[src/rtl/rs_decode_sequencer.sv]
// Reed-Solomon decode sequencer: steps syndrome, Berlekamp-Massey, Chien
// search and Forney stages in order. It issues one-cycle CE pulses, waits
// for each stage's done pulse, bounds every stage with a timeout, and
// reports one status word per codeword.
module rs_decode_sequencer #(
  parameter int MAX_ERR = 8,
  parameter int TIMEOUT = 1023,
  parameter int TW      = 10
) (
  input  logic       clk,
  input  logic       reset,
  input  logic       start,
  input  logic       syn_done,
  input  logic       syn_zero,
  input  logic       bm_done,
  input  logic [3:0] lam_deg,
  input  logic       roots_done,
  input  logic [3:0] root_cnt,
  input  logic       forney_done,
  output logic       syn_ce,
  output logic       bm_ce,
  output logic       roots_ce,
  output logic       forney_ce,
  output logic       busy,
  output logic       done,
  output logic [1:0] status,
  output logic [3:0] err_cnt,
  output logic       start_drop
);

  typedef enum logic [2:0] {
    S_IDLE   = 3'd0,
    S_SYN    = 3'd1,
    S_BM     = 3'd2,
    S_ROOTS  = 3'd3,
    S_FORNEY = 3'd4,
    S_DONE   = 3'd5
  } state_t;

  localparam logic [1:0] ST_CLEAN   = 2'b00;
  localparam logic [1:0] ST_CORR    = 2'b01;
  localparam logic [1:0] ST_UNCORR  = 2'b10;
  localparam logic [1:0] ST_TIMEOUT = 2'b11;

  // The timer holds the number of completed cycles in the current stage, so
  // the stage expires when the count is about to reach TIMEOUT.
  localparam logic [TW-1:0] TIMER_LAST = TW'(TIMEOUT - 1);

  state_t        state_reg, state_next;
  logic [TW-1:0] timer_reg, timer_next;
  logic [3:0]    deg_reg, deg_next;

  // Completion code chosen by the next-state logic when heading to DONE.
  logic [1:0]    fin_status;
  logic [3:0]    fin_err;
  logic          in_stage;
  logic          timed_out;

  // Registered-output next values.
  logic          syn_ce_next, bm_ce_next, roots_ce_next, forney_ce_next;
  logic          busy_next, done_next, start_drop_next;
  logic [1:0]    status_next;
  logic [3:0]    err_cnt_next;

  assign in_stage  = (state_reg == S_SYN) || (state_reg == S_BM) ||
                     (state_reg == S_ROOTS) || (state_reg == S_FORNEY);
  assign timed_out = in_stage && (timer_reg == TIMER_LAST);

  // State, timer, latched degree and all outputs are registered here.
  always_ff @(posedge clk) begin
    if (reset) begin
      state_reg  <= S_IDLE;
      timer_reg  <= '0;
      deg_reg    <= '0;
      syn_ce     <= 1'b0;
      bm_ce      <= 1'b0;
      roots_ce   <= 1'b0;
      forney_ce  <= 1'b0;
      busy       <= 1'b0;
      done       <= 1'b0;
      status     <= 2'b00;
      err_cnt    <= 4'd0;
      start_drop <= 1'b0;
    end else begin
      state_reg  <= state_next;
      timer_reg  <= timer_next;
      deg_reg    <= deg_next;
      syn_ce     <= syn_ce_next;
      bm_ce      <= bm_ce_next;
      roots_ce   <= roots_ce_next;
      forney_ce  <= forney_ce_next;
      busy       <= busy_next;
      done       <= done_next;
      status     <= status_next;
      err_cnt    <= err_cnt_next;
      start_drop <= start_drop_next;
    end
  end

  // Next-state decision: a stage's own done input beats its timeout; done
  // inputs belonging to other stages are not looked at.
  always_comb begin
    state_next = state_reg;
    deg_next   = deg_reg;
    fin_status = ST_CLEAN;
    fin_err    = 4'd0;
    case (state_reg)
      S_IDLE: begin
        if (start) state_next = S_SYN;
      end
      S_SYN: begin
        if (syn_done) begin
          if (syn_zero) begin
            state_next = S_DONE;
            fin_status = ST_CLEAN;
          end else begin
            state_next = S_BM;
          end
        end else if (timed_out) begin
          state_next = S_DONE;
          fin_status = ST_TIMEOUT;
        end
      end
      S_BM: begin
        if (bm_done) begin
          if ((lam_deg == 4'd0) || (32'(lam_deg) > MAX_ERR)) begin
            state_next = S_DONE;
            fin_status = ST_UNCORR;
          end else begin
            deg_next   = lam_deg;
            state_next = S_ROOTS;
          end
        end else if (timed_out) begin
          state_next = S_DONE;
          fin_status = ST_TIMEOUT;
        end
      end
      S_ROOTS: begin
        if (roots_done) begin
          if (root_cnt != deg_reg) begin
            state_next = S_DONE;
            fin_status = ST_UNCORR;
          end else begin
            state_next = S_FORNEY;
          end
        end else if (timed_out) begin
          state_next = S_DONE;
          fin_status = ST_TIMEOUT;
        end
      end
      S_FORNEY: begin
        if (forney_done) begin
          state_next = S_DONE;
          fin_status = ST_CORR;
          fin_err    = deg_reg;
        end else if (timed_out) begin
          state_next = S_DONE;
          fin_status = ST_TIMEOUT;
        end
      end
      S_DONE: begin
        // A start landing on the report cycle chains straight into SYN.
        state_next = start ? S_SYN : S_IDLE;
      end
      default: state_next = S_IDLE;
    endcase

    // Timer restarts on any state entry and only runs while a stage works.
    if ((state_next != state_reg) || !in_stage) timer_next = '0;
    else                                        timer_next = timer_reg + 1'b1;
  end

  // Output decode: CE pulses fire only on entry to a stage, so a held done
  // input can never stretch them.
  always_comb begin
    syn_ce_next     = (state_next == S_SYN)    && (state_reg != S_SYN);
    bm_ce_next      = (state_next == S_BM)     && (state_reg != S_BM);
    roots_ce_next   = (state_next == S_ROOTS)  && (state_reg != S_ROOTS);
    forney_ce_next  = (state_next == S_FORNEY) && (state_reg != S_FORNEY);
    busy_next       = (state_next != S_IDLE);
    done_next       = (state_next == S_DONE);
    start_drop_next = start && in_stage;
    status_next     = done_next ? fin_status : status;
    err_cnt_next    = done_next ? fin_err    : err_cnt;
  end

endmodule

[config.mk]
export PLATFORM = sky130hd
export DESIGN_NAME = rs_decode_sequencer
export DESIGN_NICKNAME = d
export VERILOG_FILES = /design/src/rtl/rs_decode_sequencer.sv
export SDC_FILE = /design/constraint.sdc
export NUM_CORES = 1
export LEC_CHECK = 0
export CAP_MARGIN = 20
export CORE_UTILIZATION = 52
export CTS_CLUSTER_DIAMETER = 50
export CTS_CLUSTER_SIZE = 14
export DETAILED_ROUTE_END_ITERATION = 12
export GPL_TIMING_DRIVEN = 0
export HOLD_SLACK_MARGIN = 0.08
export PLACE_DENSITY = 0.8
export SETUP_SLACK_MARGIN = 0.02
export SYNTH_ARGS = -nofsm -noshare
export SYNTH_HDL_FRONTEND = slang
export SYNTH_SLANG_ARGS = --single-unit
[constraint.sdc]
create_clock -name clk -period 1.9 [get_ports clk]
set_input_delay 0.38 -clock clk [delete_from_list [all_inputs] [get_ports clk]]
set_output_delay 0.38 -clock clk [all_outputs]
set_load 0.01 [all_outputs]
# Yosys cells after proc, flatten, opt, wreduce, memory -nomap -nowiden
# Cells that the tools add are included.
[totals]
regBits = 30
[op_classes]
n_addsub = 1
order_cmp = 1
eq_ne = 17
muxes = 21
n_bitwise = 1
reduce_logical = 17
[op_table]
columns = ["cell", "n"]
rows = [
  ["two-way mux 3 bit", 8],
  ["case mux 3 bit (6 select lines)", 1],
  ["two-way mux 2 bit", 7],
  ["equality test 3 x 2 -> 1 bit, second input constant", 4],
  ["equality test 3 bit, second input constant", 4],
  ["adder 10 x 1 -> 10 bit, second input constant", 1],
  ["equality test 10 bit, second input constant", 1],
  ["two-way mux 4 bit", 2],
  ["case mux 2 bit (4 select lines)", 1],
  ["equality test 3 x 1 -> 1 bit, second input constant", 2],
  ["logical AND 1 bit", 6],
  ["!= test 3 x 2 -> 1 bit, second input constant", 2],
  ["logical OR 1 bit", 5],
  ["> comparator 4 bit, second input constant", 1],
  ["zero test 4 bit", 1],
  ["!= test 4 bit", 1],
  ["zero test 3 bit", 1],
  ["!= test 3 x 1 -> 1 bit, second input constant", 1],
  ["!= test 3 bit", 1],
  ["!= test 3 bit, second input constant", 1],
  ["AND reduction 3 bit", 1],
  ["nonzero test 3 bit", 1],
  ["two-way mux 1 bit", 2],
  ["OR reduction 2 bit", 1],
  ["other kinds (2)", 2],
]

# Longest topological paths before layout
[depth]
word_depth = 11
ltp_mapped = 7
depth_no_buf = 7

# Least setup slack after synthesis
# No wires, ideal clock.
[synth_timing]
kind = "register -> register"
start = "reg timer_reg[0]"
end = "reg busy"
setup_time_ns = 0.120
arrival_ns = 1.575
required_ns = 1.780
setup_slack_ns = 0.205
path_stages_with_launch = 8
path_buffers = 0
period_less_slack_ns = 1.695
path_cell_list = "dfxtp_1 inv_1 ha_1 nand3_1 nor3_4 a211oi_2 nand2_1 o31a_1"
[synth_via]
elab_chain_len = 6
word_cells_on_any_way = 9
classes_between = "eq/ne: 1; mux: 6; reduce/logical: 2"
[synth_rtl]
columns = ["element", "line", "rtl"]
rows = [
  ["from (decl)", "50", "logic [TW-1:0] timer_reg, timer_next;"],
  ["from (signal assigned)", "86", "timer_reg <= timer_next;"],
  ["equality test 10 bit (*)", "67", "assign timed_out = in_stage && (timer_reg == TIMER_LAST);"],
  ["logical AND 1 bit (*)", "67", ""],
  ["two-way mux 3 bit (*)", "n/a", ""],
  ["two-way mux 3 bit (on tied branches)", "n/a", ""],
  ["case mux 3 bit (6 select lines) (*)", "107", "case (state_reg)"],
  ["nonzero test 3 bit (*)", "180", "busy_next = (state_next != S_IDLE);"],
  ["to (signal assigned)", "92", "busy <= busy_next;"],
  ["to (decl)", "24", "output logic busy,"],
]
# Mark *: on every way between the ends. The rest lies on a longest branch, timed or not.
# A chain may end at the register's enable or synchronous reset.

# Worst setup path in the final report
[layout_timing]
start = "reg timer_reg[0]"
end = "reg status[0]"
[layout_via]
elab_chain_len = 6
word_cells_on_any_way = 15
classes_between = "eq/ne: 2; mux: 12; reduce/logical: 1"
[layout_rtl]
columns = ["element", "line", "rtl"]
rows = [
  ["equality test 10 bit (*)", "67", ""],
  ["logical AND 1 bit (*)", "67", ""],
  ["two-way mux 3 bit", "n/a", ""],
  ["two-way mux 3 bit (on tied branches)", "n/a", ""],
  ["case mux 3 bit (6 select lines)", "107", ""],
  ["equality test 3 bit", "181", "done_next = (state_next == S_DONE);"],
  ["to (signal assigned)", "94", "status <= status_next;"],
  ["to (decl)", "26", "output logic [1:0] status,"],
]
# Marks and branches as above.

==> summary.txt <==
Global route
  • Total overflow reported by the global router: 0
  • Number of global-route vias before repair: 1441
  • First-pass GRT wire length: 6320 um
  • Maximum number of pins on one net before global-route repair: 11
  • Number of antenna violations at the first check in global routing: 0
  • GRT Overall Usage: 24.55%

Clock tree
  • H-tree depth: 2
  • Clock root buffer master: sky130_fd_sc_hd__clkbuf_4
  • Clock-pin slew of the registers on the worst-case setup and hold paths: 100 ps
  • Clock insertion delay at the later pin of the skew report: 330 ps
  • Clock sink count: 30
  • CTS tree: built
  • Cts bufs inserted: 5
  • Max Root-Sink Buffers: 2

Critical path
  • Endpoint of the most critical register-to-register path: status[0]$_SDFFE_PP0P_
  • Critical Path Start Type: register
  • Required @ worst endpoint: 2170 ps
  • Type of the worst setup path: register to register
  • FF-to-FF path depth: 8
  • Startpoint of the most critical register-to-register path: timer_reg[0]$_SDFF_PP0_
  • Worst reg2reg setup slack: 90 ps
  • Worst EP arrival: 2070 ps
  • Type of element capturing the critical path: register
  • Critical path fanouts, max: 7

Floorplan
  • Die Footprint: 0.003528 sq mm
  • # rows: 20
  • Overall die width: 59.40 um
  • Die span in y: 59.40 um
  • Effective utilization at floorplan: 55.65%
  • Placeable core region: 0.003078 sq mm
  • Number of I/O pins: 29

Final layout
  • Final design utilization: 71.63%
  • Final antenna diode count: 0
  • Synthesis-to-layout area growth: 28.71%
  • Layout Nets: 235
  • Number of flip-flops under the largest register name: 10
  • Share of cells above drive strength 1: 23.96%
  • Final cell count without fillers: 261
  • Fillcell total: 236

Synth
  • Yosys warning count: 0
  • Avg Synthesized Cell Area: 9.516 sq um
  • Mapped Area: 0.001713 sq mm
  • Count of state elements after synthesis: 30
  • Gate count of the mapped netlist: 180
  • Mapped Nets: 198
  • Number of enable flip-flop cells after synthesis: 0
  • Share of synthesized registers carrying an async set or reset: 0%
  • Register area share after synthesis: 35.06%
  • Most used flip-flop cell after synthesis: sky130_fd_sc_hd__dfxtp_1
  • Unique masters post-synth: 58

Power
  • Leakage dissipation: 0.0008230 uW
  • Largest voltage drop on the vdd net: 0.3908 mV
  • Total Power: 1574 uW
  • Power per cell area: 714.1 mW/mm^2

STA
  • Transition time at the pin with the least slew margin: 484.8 ps
  • Post-route worst hold slack: 428.3 ps
  • Setup repair after global routing missed its margin: false
  • Number of max-slew violations in the final report: 0
  • Final number of setup-violating endpoints: 0
  • Worst setup skew after layout: 13.16 ps
  • Number of endpoints with negative hold slack in the final report: 0
  • Final clock period utilization by the worst path: 95.23%
  • Final critical delay including setup and external delays: 1809 ps
  • Highest Clock Rate: 0.5527 GHz
  • Normalized max-slew margin: 67.61%

Routing
  • Antenna Violating Nets Remaining: 0
  • Average wire per standard cell: 15.36 um
  • Post-route DRC violation count: 0
  • Number of detailed-route iterations in the first pass: 5
  • Via count: 1510
  • Avg Vias per Cell: 5.785
  • Final Routed Wirelength: 4010 um
  • DRC violation total after the first TritonRoute iteration: 78

Status
  • Run status: complete, no violations

Placement
  • Placer congestion estimate: 0.8486
  • Placed wire-length estimate: 2871 um
  • Port Buf Inserts: 26
  • Placed Instances: 250

Min path
  • Worst hold path endpoint: deg_reg[0]$_SDFFE_PP0P_
  • Min-Delay Path Class: input port to register
  • Hold depth: 3
  • Hold wc startpoint: lam_deg[0]

Flow run
  • Max-capacitance violation count: 0
-- where the power goes --
group / leakage (uW) / switching, uW / internal, uW / total (uW)
clock network: 0.0000443 / 216 / 306 / 522
registers: 0.000244 / 16.0 / 652 / 668
logic: 0.000535 / 210 / 173 / 384
-- cells in the mapped netlist, types with 2 or more instances --
cell | count | share of area (%)
sky130_fd_sc_hd__a31oi_1 | 2 | 0.73
sky130_fd_sc_hd__nor2_1 | 9 | 2.0
sky130_fd_sc_hd__nor3b_1 | 2 | 0.88
sky130_fd_sc_hd__o2bb2ai_1 | 2 | 1.0
sky130_fd_sc_hd__nand4_2 | 2 | 1.5
sky130_fd_sc_hd__nand2_1 | 24 | 5.3
sky130_fd_sc_hd__buf_2 | 3 | 0.88
sky130_fd_sc_hd__o21ai_0 | 2 | 0.58
sky130_fd_sc_hd__a21oi_2 | 2 | 1.0
sky130_fd_sc_hd__o22ai_1 | 2 | 0.73
sky130_fd_sc_hd__nand3_1 | 7 | 2.0
sky130_fd_sc_hd__or3b_1 | 2 | 1.0
sky130_fd_sc_hd__ha_1 | 2 | 1.5
sky130_fd_sc_hd__and3_1 | 3 | 1.1
sky130_fd_sc_hd__and2_1 | 3 | 1.1
sky130_fd_sc_hd__xnor2_1 | 5 | 2.6
sky130_fd_sc_hd__xor2_1 | 7 | 3.6
sky130_fd_sc_hd__clkbuf_1 | 2 | 0.44
sky130_fd_sc_hd__nor3_2 | 9 | 5.3
sky130_fd_sc_hd__nor3_1 | 7 | 2.0
sky130_fd_sc_hd__o31ai_2 | 3 | 2.2
sky130_fd_sc_hd__inv_1 | 4 | 0.88
sky130_fd_sc_hd__mux2i_1 | 6 | 3.5
sky130_fd_sc_hd__dfxtp_1 | 30 | 35
sky130_fd_sc_hd__nand4_1 | 3 | 1.1
sky130_fd_sc_hd__o21ai_1 | 5 | 1.5
-- what timing repair did --
| action | in CTS | in global routing |
|---|---|---|
| pin swaps | 4 | 5 |
| endpoints found under the hold margin | 0 | 0 |
| setup endpoints to repair | 17 | 22 |
| setup buffers | 2 | 2 |
| resized for setup | 7 | 6 |
| hold buffers | 0 | 0 |
-- cell families after synthesis --
kind of cell	synth area share [%]
AOI/OAI and AO/OA	17.31
DFF	35.06
and+or+nand+nor	31.85
muxes	3.506
xor gates and xnor gates	7.086
buffers and inverters	3.725
adders and majority gates	1.461
-- per-stage QoR --
stage	setup WS, ps	setup TNS (ps)	instance area, sq um
floorplan	204.8	0	1713
global placement	-370.3	-7903	2028
detailed placement	-388.4	-8673	2028
CTS	28.55	0	2158
global route	4.897	0	2205
finish	90.68	0	2205
-- per-layer routing --
layer | up-vias | global-route usage, % | wire length [um]
met3 | 12 | 8.079 | 212
li1 | 726 | - | -
met5 | - | 0 | 0
met1 | 709 | 24.83 | 1589
met2 | 63 | 44.78 | 2130
met4 | 0 | 11.90 | 78
-- layout make-up --
type | count | area (sq um) | area share (%)
clock buffer | 6 | 51.30 | 2.327
sequential | 30 | 603.1 | 27.36
clock inverter | 1 | 30.03 | 1.362
tap | 44 | 55.05 | 2.497
inverter | 5 | 18.77 | 0.8513
buffer | 8 | 45.04 | 2.043
timing repair buffer | 30 | 301.5 | 13.68
multi-input combinational | 137 | 1100 | 49.89
-- worst max-delay path by stage --
stage / from / end / slack (ps)
CTS: state_reg[1]$_SDFF_PP0_ / bm_ce$_SDFF_PP0_ / 30
floorplan: timer_reg[0]$_SDFF_PP0_ / busy$_SDFF_PP0_ / 200
global route: state_reg[1]$_SDFF_PP0_ / bm_ce$_SDFF_PP0_ / 5
global placement: root_cnt[1] / timer_reg[3]$_SDFF_PP0_ / -370
detailed placement: root_cnt[1] / timer_reg[5]$_SDFF_PP0_ / -390
finish: timer_reg[0]$_SDFF_PP0_ / status[0]$_SDFFE_PP0P_ / 90
-- worst max-delay path, stage by stage, from the launching register on --
cell and delay, ps:
sky130_fd_sc_hd__dfxtp_2 370, sky130_fd_sc_hd__inv_1 70, sky130_fd_sc_hd__ha_1 160, sky130_fd_sc_hd__nand3_2 110
sky130_fd_sc_hd__nor3_4 370, sky130_fd_sc_hd__buf_4 180, sky130_fd_sc_hd__o21ai_0 70, sky130_fd_sc_hd__o22ai_1 280
sky130_fd_sc_hd__o2bb2ai_1 140
-- placed cells by master, fill, tap and decap left out, drive strengths merged, types with 3 or more instances in the layout --
cell type,count
and2,3
dfxtp,30
o31ai,3
clkbuf,8
and3,3
xnor2,6
xor2,7
o22ai,3
nor3b,4
nor2,9
dlygate4sd2,3
buf,10
inv,5
nand3,7
nor3,17
a21oi,3
mux2i,6
o211ai,3
clkdlybuf4s50,22
nand4,5
nand2,24
o21ai,7
(Power assumes the default switching activity.)
